### config.mk
export PLATFORM = sky130hd
export DESIGN_NAME = alu_result_stage
export DESIGN_NICKNAME = d
export VERILOG_FILES = /design/src/rtl/alu_result_stage.sv
export SDC_FILE = /design/constraint.sdc
export NUM_CORES = 1
export LEC_CHECK = 0
export BUFFER_PORTS_ARGS = -buffer_cell sky130_fd_sc_hd__buf_2
export CAP_MARGIN = 20
export CELL_PAD_IN_SITES_DETAIL_PLACEMENT = 0
export CELL_PAD_IN_SITES_GLOBAL_PLACEMENT = 2
export CORE_ASPECT_RATIO = 1.2
export CORE_UTILIZATION = 34
export DETAILED_ROUTE_END_ITERATION = 6
export GPL_TIMING_DRIVEN = 0
export PLACE_DENSITY = 0.93
export SYNTH_ARGS = -nofsm -noshare
export SYNTH_HDL_FRONTEND = slang
export SYNTH_SLANG_ARGS = --single-unit
### constraint.sdc
create_clock -name Clock -period 2.75 [get_ports Clock]
set_input_delay 0 -clock Clock [delete_from_list [all_inputs] [get_ports Clock]]
set_output_delay 0 -clock Clock [all_outputs]
set_load 0.05 [all_outputs]
### src/rtl/alu_result_stage.sv
// alu_result_stage: EX/MEM boundary register with a 2-entry skid buffer; resolves beq at accept.
// Latency: 1 cycle from accept to OutValid when EMPTY, or when ONE with a same-cycle pop.
// Backpressure: InReady is registered (low only when both entries are held); no OutReady->InReady path.
//
// Ports:
//   Clock, Reset (sync, active-high), Flush (sync squash of held entries)
//   InValid/InReady     : upstream handshake carrying AluOut, AluZero, StoreData,
//                         BranchTarget, DestReg, CtrlIn = {Branch, MemRead, MemWrite, MemToReg, RegWrite}
//   OutValid/OutReady   : downstream handshake carrying Result, StoreDataOut, DestRegOut,
//                         CtrlOut = {MemRead, MemWrite, MemToReg, RegWrite}, BranchTaken, BranchAddr
//   StallCount          : only when ALU_RESULT_STAGE_PERF_EN is defined; saturating count of
//                         cycles with OutValid && !OutReady, cleared by Reset only.
module alu_result_stage #(
    parameter int DATA_WIDTH     = 32,
    parameter int REG_ADDR_WIDTH = 5
) (
    input  logic                      Clock,
    input  logic                      Reset,
    input  logic                      Flush,
    input  logic                      InValid,
    output logic                      InReady,
    input  logic [DATA_WIDTH-1:0]     AluOut,
    input  logic                      AluZero,
    input  logic [DATA_WIDTH-1:0]     StoreData,
    input  logic [DATA_WIDTH-1:0]     BranchTarget,
    input  logic [REG_ADDR_WIDTH-1:0] DestReg,
    input  logic [4:0]                CtrlIn,
    output logic                      OutValid,
    input  logic                      OutReady,
    output logic [DATA_WIDTH-1:0]     Result,
    output logic [DATA_WIDTH-1:0]     StoreDataOut,
    output logic [REG_ADDR_WIDTH-1:0] DestRegOut,
    output logic [3:0]                CtrlOut,
    output logic                      BranchTaken,
    output logic [DATA_WIDTH-1:0]     BranchAddr
`ifdef ALU_RESULT_STAGE_PERF_EN
    ,
    output logic [31:0]               StallCount
`endif
);

    typedef struct packed {
        logic [DATA_WIDTH-1:0]     result;
        logic [DATA_WIDTH-1:0]     store_data;
        logic [REG_ADDR_WIDTH-1:0] dest_reg;
        logic [3:0]                ctrl;
        logic                      br_taken;
        logic [DATA_WIDTH-1:0]     br_addr;
    } entry_t;

    typedef enum logic [1:0] {
        ST_EMPTY = 2'd0,
        ST_ONE   = 2'd1,
        ST_FULL  = 2'd2
    } state_t;

    state_t state_q, state_d;
    entry_t head_q, head_d;
    entry_t skid_q, skid_d;
    logic   in_ready_q, in_ready_d;

    entry_t in_entry;
    logic   out_valid;
    logic   accept;
    logic   pop;

    assign out_valid = (state_q != ST_EMPTY);
    assign accept    = InValid && in_ready_q;
    assign pop       = out_valid && OutReady;

    always_comb begin
        in_entry            = '0;
        in_entry.result     = AluOut;
        in_entry.store_data = StoreData;
        in_entry.dest_reg   = DestReg;
        in_entry.ctrl       = CtrlIn[3:0];
        // Branch resolution is frozen into the entry so later AluZero changes cannot affect it.
        in_entry.br_taken   = CtrlIn[4] && AluZero;
        in_entry.br_addr    = BranchTarget;
    end

    always_comb begin
        state_d = state_q;
        head_d  = head_q;
        skid_d  = skid_q;

        if (Flush) begin
            // Squash only the occupancy; data registers keep their contents.
            state_d = ST_EMPTY;
        end else begin
            case (state_q)
                ST_EMPTY: begin
                    if (accept) begin
                        head_d  = in_entry;
                        state_d = ST_ONE;
                    end
                end
                ST_ONE: begin
                    if (accept && pop) begin
                        head_d  = in_entry;
                    end else if (accept) begin
                        skid_d  = in_entry;
                        state_d = ST_FULL;
                    end else if (pop) begin
                        state_d = ST_EMPTY;
                    end
                end
                ST_FULL: begin
                    // in_ready_q is low here, so no accept can coincide with the pop.
                    if (pop) begin
                        head_d  = skid_q;
                        state_d = ST_ONE;
                    end
                end
                default: begin
                    state_d = ST_EMPTY;
                end
            endcase
        end

        in_ready_d = (state_d != ST_FULL);
    end

    always_ff @(posedge Clock) begin
        if (Reset) begin
            state_q    <= ST_EMPTY;
            head_q     <= '0;
            skid_q     <= '0;
            in_ready_q <= 1'b1;
        end else begin
            state_q    <= state_d;
            head_q     <= head_d;
            skid_q     <= skid_d;
            in_ready_q <= in_ready_d;
        end
    end

    assign InReady      = in_ready_q;
    assign OutValid     = out_valid;
    assign Result       = head_q.result;
    assign StoreDataOut = head_q.store_data;
    assign DestRegOut   = head_q.dest_reg;
    assign BranchAddr   = head_q.br_addr;
    // Control and branch outcome are gated so a stale head can never trigger a MEM write or redirect.
    assign CtrlOut      = out_valid ? head_q.ctrl : 4'b0000;
    assign BranchTaken  = out_valid && head_q.br_taken;

`ifdef ALU_RESULT_STAGE_PERF_EN
    logic [31:0] stall_count_q, stall_count_d;

    always_comb begin
        stall_count_d = stall_count_q;
        if (out_valid && !OutReady && (stall_count_q != 32'hFFFF_FFFF)) begin
            stall_count_d = stall_count_q + 32'd1;
        end
    end

    always_ff @(posedge Clock) begin
        if (Reset) begin
            stall_count_q <= '0;
        end else begin
            stall_count_q <= stall_count_d;
        end
    end

    assign StallCount = stall_count_q;
`endif

endmodule
==> results of run 1 <==
-- cells in the final DEF (no fill, tap or decap), types with 2 or more instances in the layout --
cell,count
buf_2,250
dfxtp_1,215
nand2_1,213
dlygate4sd3_1,111
buf_4,110
a21oi_1,108
nor2_1,106
mux2i_1,106
a211oi_1,105
clkbuf_1,46
clkbuf_16,25
nor2b_1,6
clkinv_2,6
clkbuf_8,4
bufinv_16,3
inv_1,2
and3b_1,2
nand3_1,2
-- layer usage --
layer / wire (um) / share of wire [%] / GRT usage, %
met3: 1040 / 4.1 / 2.85
met5: 0 / 0 / 0
met2: 12400 / 49 / 32.5
met1: 11300 / 44 / 21.8
met4: 825 / 3.2 / 6.53
-- synthesized netlist by cell type, types with 2 or more instances --
master / n
buf_4: 110
nand2_1: 213
clkbuf_1: 41
buf_2: 32
and3b_1: 2
a21oi_1: 108
nor2b_1: 6
dfxtp_1: 215
a211oi_1: 105
nand3_1: 2
nor2_1: 106
inv_1: 2
mux2i_1: 106
-- critical path: stages, from the launching register on --
cell and delay (ps):
dfxtp_1 360, nor2b_2 210, o41ai_4 420, clkbuf_1 640
buf_2 380, a211oi_1 110
-- layout make-up --
type / count / area, um^2
fillers: 2576 / 13800
flip-flops and latches: 215 / 4300
multi-input cells: 658 / 3750
repair buffers: 329 / 2200
plain buffers: 183 / 1140
clock buffers: 34 / 699
well taps: 335 / 419
clock inverters: 10 / 128
inverters: 2 / 7.51
diodes: 1 / 2.50
-- sequential cells by signal, indices dropped and copies added (netlist names) --
signal and count:
skid_q 106, InReady 1, StoreDataOut 32, DestRegOut 5, state_q 2, head_q 5, Result 32, BranchAddr 32
-- cell families (layout without fill, tap and decap cells) --
logic type	count (synthesis)	in the layout	synth area share, %
and+or+nand+nor	335	335	14.2
AOI/OAI and AO/OA	217	217	15.0
DFF	215	215	46.8
buffers and inverters	185	558	12.5
muxes	106	106	11.5
other	0	1	0
-- repair_timing --
| item | in CTS | in global routing |
|---|---|---|
| gates resized for setup | 0 | 0 |
| endpoints found under the hold margin | 215 | 0 |
| hold buffers | 111 | 0 |
| buffers inserted | 0 | 0 |
| setup endpoints to repair | 0 | 0 |
-- power breakdown --
part	total, mW	switching (mW)	internal (mW)
clock network	3.34	1.29	2.05
logic	1.28	0.778	0.501
registers	3.31	0.0655	3.24
-- worst paths after layout --
path,from,end,slack [ps],cells after the start
worst min-delay path,InValid,InReady$_SDFF_PP1_,90,4
worst max-delay path,state_q[0]$_SDFF_PP0_,StoreDataOut[26]$_SDFFE_PP0P_,490,5
worst max register to register,state_q[0]$_SDFF_PP0_,StoreDataOut[26]$_SDFFE_PP0P_,490,5
worst min register to register,skid_q[77]$_SDFFE_PP0P_,skid_q[77]$_SDFFE_PP0P_,450,2
==> out/results.tsv, run 1 <==
metric	value	unit
crit_type	register to register	
end_kind	register	
grt_pass1_wl	40700	um
clock_skew	14.2	ps
first_pass_iters	6	
syn-cell-area	9200	um^2
nets	1525	
p_leak	5.98	nW
ys_seq_elements	215	
ys.flop_type	dfxtp_1	
slew_viol_final	0	
dpl_cell_area	10700	um^2
vias_per_cell	4.60	
hpwl	17700	um
routed_wirelength	25600	um
die_h	182	um
relSlewSlack	48.8	%
max_freq	442	MHz
ioPinCount	220	
grt_remaining_overflow	0	
row_count	65	
post-route-period-util	82.2	%
setup_ws	489	ps
avgSynthCellArea	8.70	um^2
syn_to_final_growth	37.5	%
yosys.area.top_type	dfxtp_1	
drtIter0Drc	263	
tns	0	ps
irDropWorstVdd	0.460	mV
clock_latency	520	ps
synth_edf_count	0	
place_inst	1611	
fin_util	47.9	%
worst_setup_path_start_kind	register	
grt_max_degree	14	
synth_area_leaders	dfxtp_1 47%, mux2i_1 12%, buf_4 9.0%, nand2_1 8.7%, a211oi_1 8.6%	
portBuffers	218	
yosysWarnings	0	
syn-num-nets	1170	
clk_path_buf_depth	3	
numCtsBuffers	24	
synth_cell_types	23	
start_util	34.8	%
dp_slack	419	ps
drive_gt1_share	28.0	%
cts.sinks	215	
yosysTopAreaCellShare	46.8	%
clkTransAtPathRegs	60	ps
timing.final.hold_violations	0	
place.gp.congestion	0.759	
worst_hold_slack	93.8	ps
drv_cap	0	
hp-class	input pin to register	
detail-route-antenna-nets	0	
drc	30	
cts_max_level	1	
wire_per_inst	14.5	um
die_area	27700	um^2
fin_area	12700	um^2
grt_pass1_vias	7886	
finalPower	7.93	mW
crit_fanout	10	
status	finished with violations	
setup_viol	0	
core-area	26400	um^2
cp_data_arrival_time	2630	ps
crit_required	3110	ps
rsz0062_at_grt	no	
min_period	2260	ps
synthArstFlopShare	0	%
cts_root_buf	clkbuf_16	
cts_tree	yes	
die_width	152	um
tightest_slew	768	ps
yosysSeqAreaShare	46.8	%
syn-instance-count	1058	
violations	DRC	
dr_total_vias	8129	
stdcell_count	1767	
grt_usage	18.1	%
p_per_area	627	nW/um^2
antenna_found_initial	0	
Note: power is estimated with default switching activity, not from simulation.
==> run 2, diff against run 1 <==
- CORE_UTILIZATION: 34 -> 28
- PLACE_DENSITY: 0.93 -> 0.83
- clock period: 2.75 -> 1.85 ns (I/O delays scaled with it)
==> run 2 against run 1 <==
  * The run now ends clean
  * First-iteration DRC count shrank 4.9%
  * Combinational power up 50%
  * Worst hold slack got worse by 3.8 ps
  * Clock skew decreased by 6.9 ps
  * Setup slack got worse by 400 ps
  * Final area grew 1.2%
  * Via count decreased by 0.92%
  * Clock power increased by 46%
  * Total power is 48% higher
  * Critical endpoint is now skid_q[93]$_SDFFE_PP0P_
  * Highest routed layer unchanged
==> out/results.tsv, run 2 (synthesized netlist as in run 1, its figures left out) <==
metric	value	unit	change
status	complete, no violations		was finished with violations
syn_to_final_growth	39.1	%	was 37.5%
mostFrequentLayoutCells	237 x buf_2, 213 x nand2_1, 212 x dfxtp_1		was 250 x buf_2, 215 x dfxtp_1, 213 x nand2_1
clkTransAtPathRegs	60	ps	about the same
cts_root_buf	clkbuf_16		unchanged
hp-class	input pin to register		unchanged
slew_viol_final	0		unchanged
clk_path_buf_depth	3		unchanged
cts.sinks	215		unchanged
core-area	32300	um^2	was 26400 um^2
ioPinCount	220		unchanged
crit_type	register to register		unchanged
fin_area	12800	um^2	was 12700 um^2
cts_tree	yes		unchanged
regToRegSetupSlack	90	ps	was 490 ps
top_register	skid_q		unchanged
worstReg2RegEnd	skid_q[93]$_SDFFE_PP0P_		was StoreDataOut[26]$_SDFFE_PP0P_
min_path_cells	5		was 4
tns	0	ps	unchanged
setup_viol	0		unchanged
die_width	167	um	was 152 um
fin_util	39.7	%	was 47.9%
post-route-period-util	95.4	%	was 82.2%
wire_per_inst	14.4	um	was 14.5 um
worst_setup_path_start_kind	register		unchanged
numCtsBuffers	24		unchanged
drc	0		was 30
grt_max_degree	16		was 14
dp_slack	-624	ps	was 419 ps
irDropWorstVdd	0.505	mV	was 0.460 mV
drtIter0Drc	250		was 263
cp_data_arrival_time	2200	ps	was 2630 ps
min_period	1760	ps	was 2260 ps
p_leak	6.04	nW	was 5.98 nW
finalPower	11.7	mW	was 7.93 mW
hpwl	18700	um	was 17700 um
drv_cap	0		unchanged
timing.final.hold_violations	0		unchanged
drive_gt1_share	29.3	%	was 28.0%
layout_commonest_cell	buf_2		unchanged
nets	1525		unchanged
crit_required	2290	ps	was 3110 ps
setup_ws	85.7	ps	was 489 ps
place_inst	1683		was 1611
end_kind	register		unchanged
die_area	33600	um^2	was 27700 um^2
startpoint	state_q[1]$_SDFF_PP0_		was state_q[0]$_SDFF_PP0_
crit-reg2reg-launch	state_q[1]$_SDFF_PP0_		was state_q[0]$_SDFF_PP0_
grt_pass1_vias	7889		was 7886
detail-route-antenna-nets	0		unchanged
antenna_found_initial	0		unchanged
cts_max_level	1		unchanged
max_freq	567	MHz	was 442 MHz
tightest_slew	829	ps	was 768 ps
clock_skew	7.29	ps	was 14.2 ps
crit_path_end	skid_q[93]$_SDFFE_PP0P_		was StoreDataOut[26]$_SDFFE_PP0P_
portBuffers	218		unchanged
worst_hold_slack	90.0	ps	was 93.8 ps
nFillCells	3332		was 2576
p_per_area	916	nW/um^2	was 627 nW/um^2
clock_latency	510	ps	was 520 ps
first_pass_iters	4		was 6
vias_per_cell	4.38		was 4.60
r2r_cells	7		was 5
grt_usage	15.6	%	was 18.1%
row_count	72		was 65
grt_remaining_overflow	0		unchanged
die_h	201	um	was 182 um
routed_wirelength	26500	um	was 25600 um
largest_reg_flops	106		unchanged
place.gp.congestion	0.747		was 0.759
dpl_cell_area	10800	um^2	was 10700 um^2
rsz0062_at_grt	yes		was no
grt_pass1_wl	42000	um	was 40700 um
dr_total_vias	8054		was 8129
crit_fanout	10		unchanged
relSlewSlack	44.7	%	was 48.8%
stdcell_count	1837		was 1767
start_util	28.5	%	was 34.8%
==> run 2: cell types whose count changed in the layout (fill, tap and decap cells not counted), moves of 3 or more <==
cell / previous run / this run
dfxtp_2: 0 / 3
clkbuf_4: 0 / 4
dfxtp_1: 215 / 212
buf_4: 110 / 122
clkbuf_8: 4 / 7
clkbuf_1: 46 / 31
clkbuf_2: 0 / 10
buf_2: 250 / 237
==> run 2: routing by layer <==
metal  routed length, um  vias up  global-route usage, %
li1                    -     4187                      -
met1               11600     3668                   19.3
met2               13200      158                   28.1
met3                1150       41                   2.35
met5                   0        -                      0
met4                 492        0                   4.00
==> run 2: critical path: stages, from the launching register on <==
cell	delay, ps
dfxtp_2	370
and3b_1	290
and3b_1	170
buf_4	190
buf_4	230
clkbuf_4	230
nand2_1	70
a21oi_1	120
==> run 2: cell type report <==
| cell class | count | area (um^2) | share of cell area, % |
|---|---|---|---|
| repair buffers | 330 | 2200 | 17.2 |
| inverters | 2 | 7.51 | 0.0586 |
| clock inverters | 6 | 80.1 | 0.626 |
| clock buffers | 36 | 727 | 5.68 |
| plain buffers | 182 | 1210 | 9.42 |
| multi-input cells | 658 | 3760 | 29.3 |
| diodes | 1 | 2.50 | 0.0195 |
| well taps | 407 | 509 | 3.98 |
| flip-flops and latches | 215 | 4310 | 33.7 |
==> run 2: worst min-delay path by stage <==
stage | slack [ps] | end | from
after floorplan | 80 | state_q[0]$_SDFF_PP0_ | Flush
after global placement | 250 | skid_q[66]$_SDFFE_PP0P_ | StoreData[24]
after detailed placement | 260 | skid_q[58]$_SDFFE_PP0P_ | StoreData[16]
after CTS | 50 | state_q[0]$_SDFF_PP0_ | InValid
after global routing | 120 | state_q[0]$_SDFF_PP0_ | InValid
final | 90 | state_q[0]$_SDFF_PP0_ | InValid
==> run 2: power by group <==
group	switching (mW)	internal (mW)	total (mW)
logic	1.16	0.756	1.92
clock network	1.92	2.97	4.89
registers	0.0995	4.82	4.92
total	3.18	8.55	11.7
==> run 2: timing repair <==
item	4_1_cts	5_1_grt
setup endpoints to repair	213	192
pin swaps	1	0
gates resized for setup	24	20
buffers inserted	3	0
hold buffers	109	0
endpoints found under the hold margin	215	0
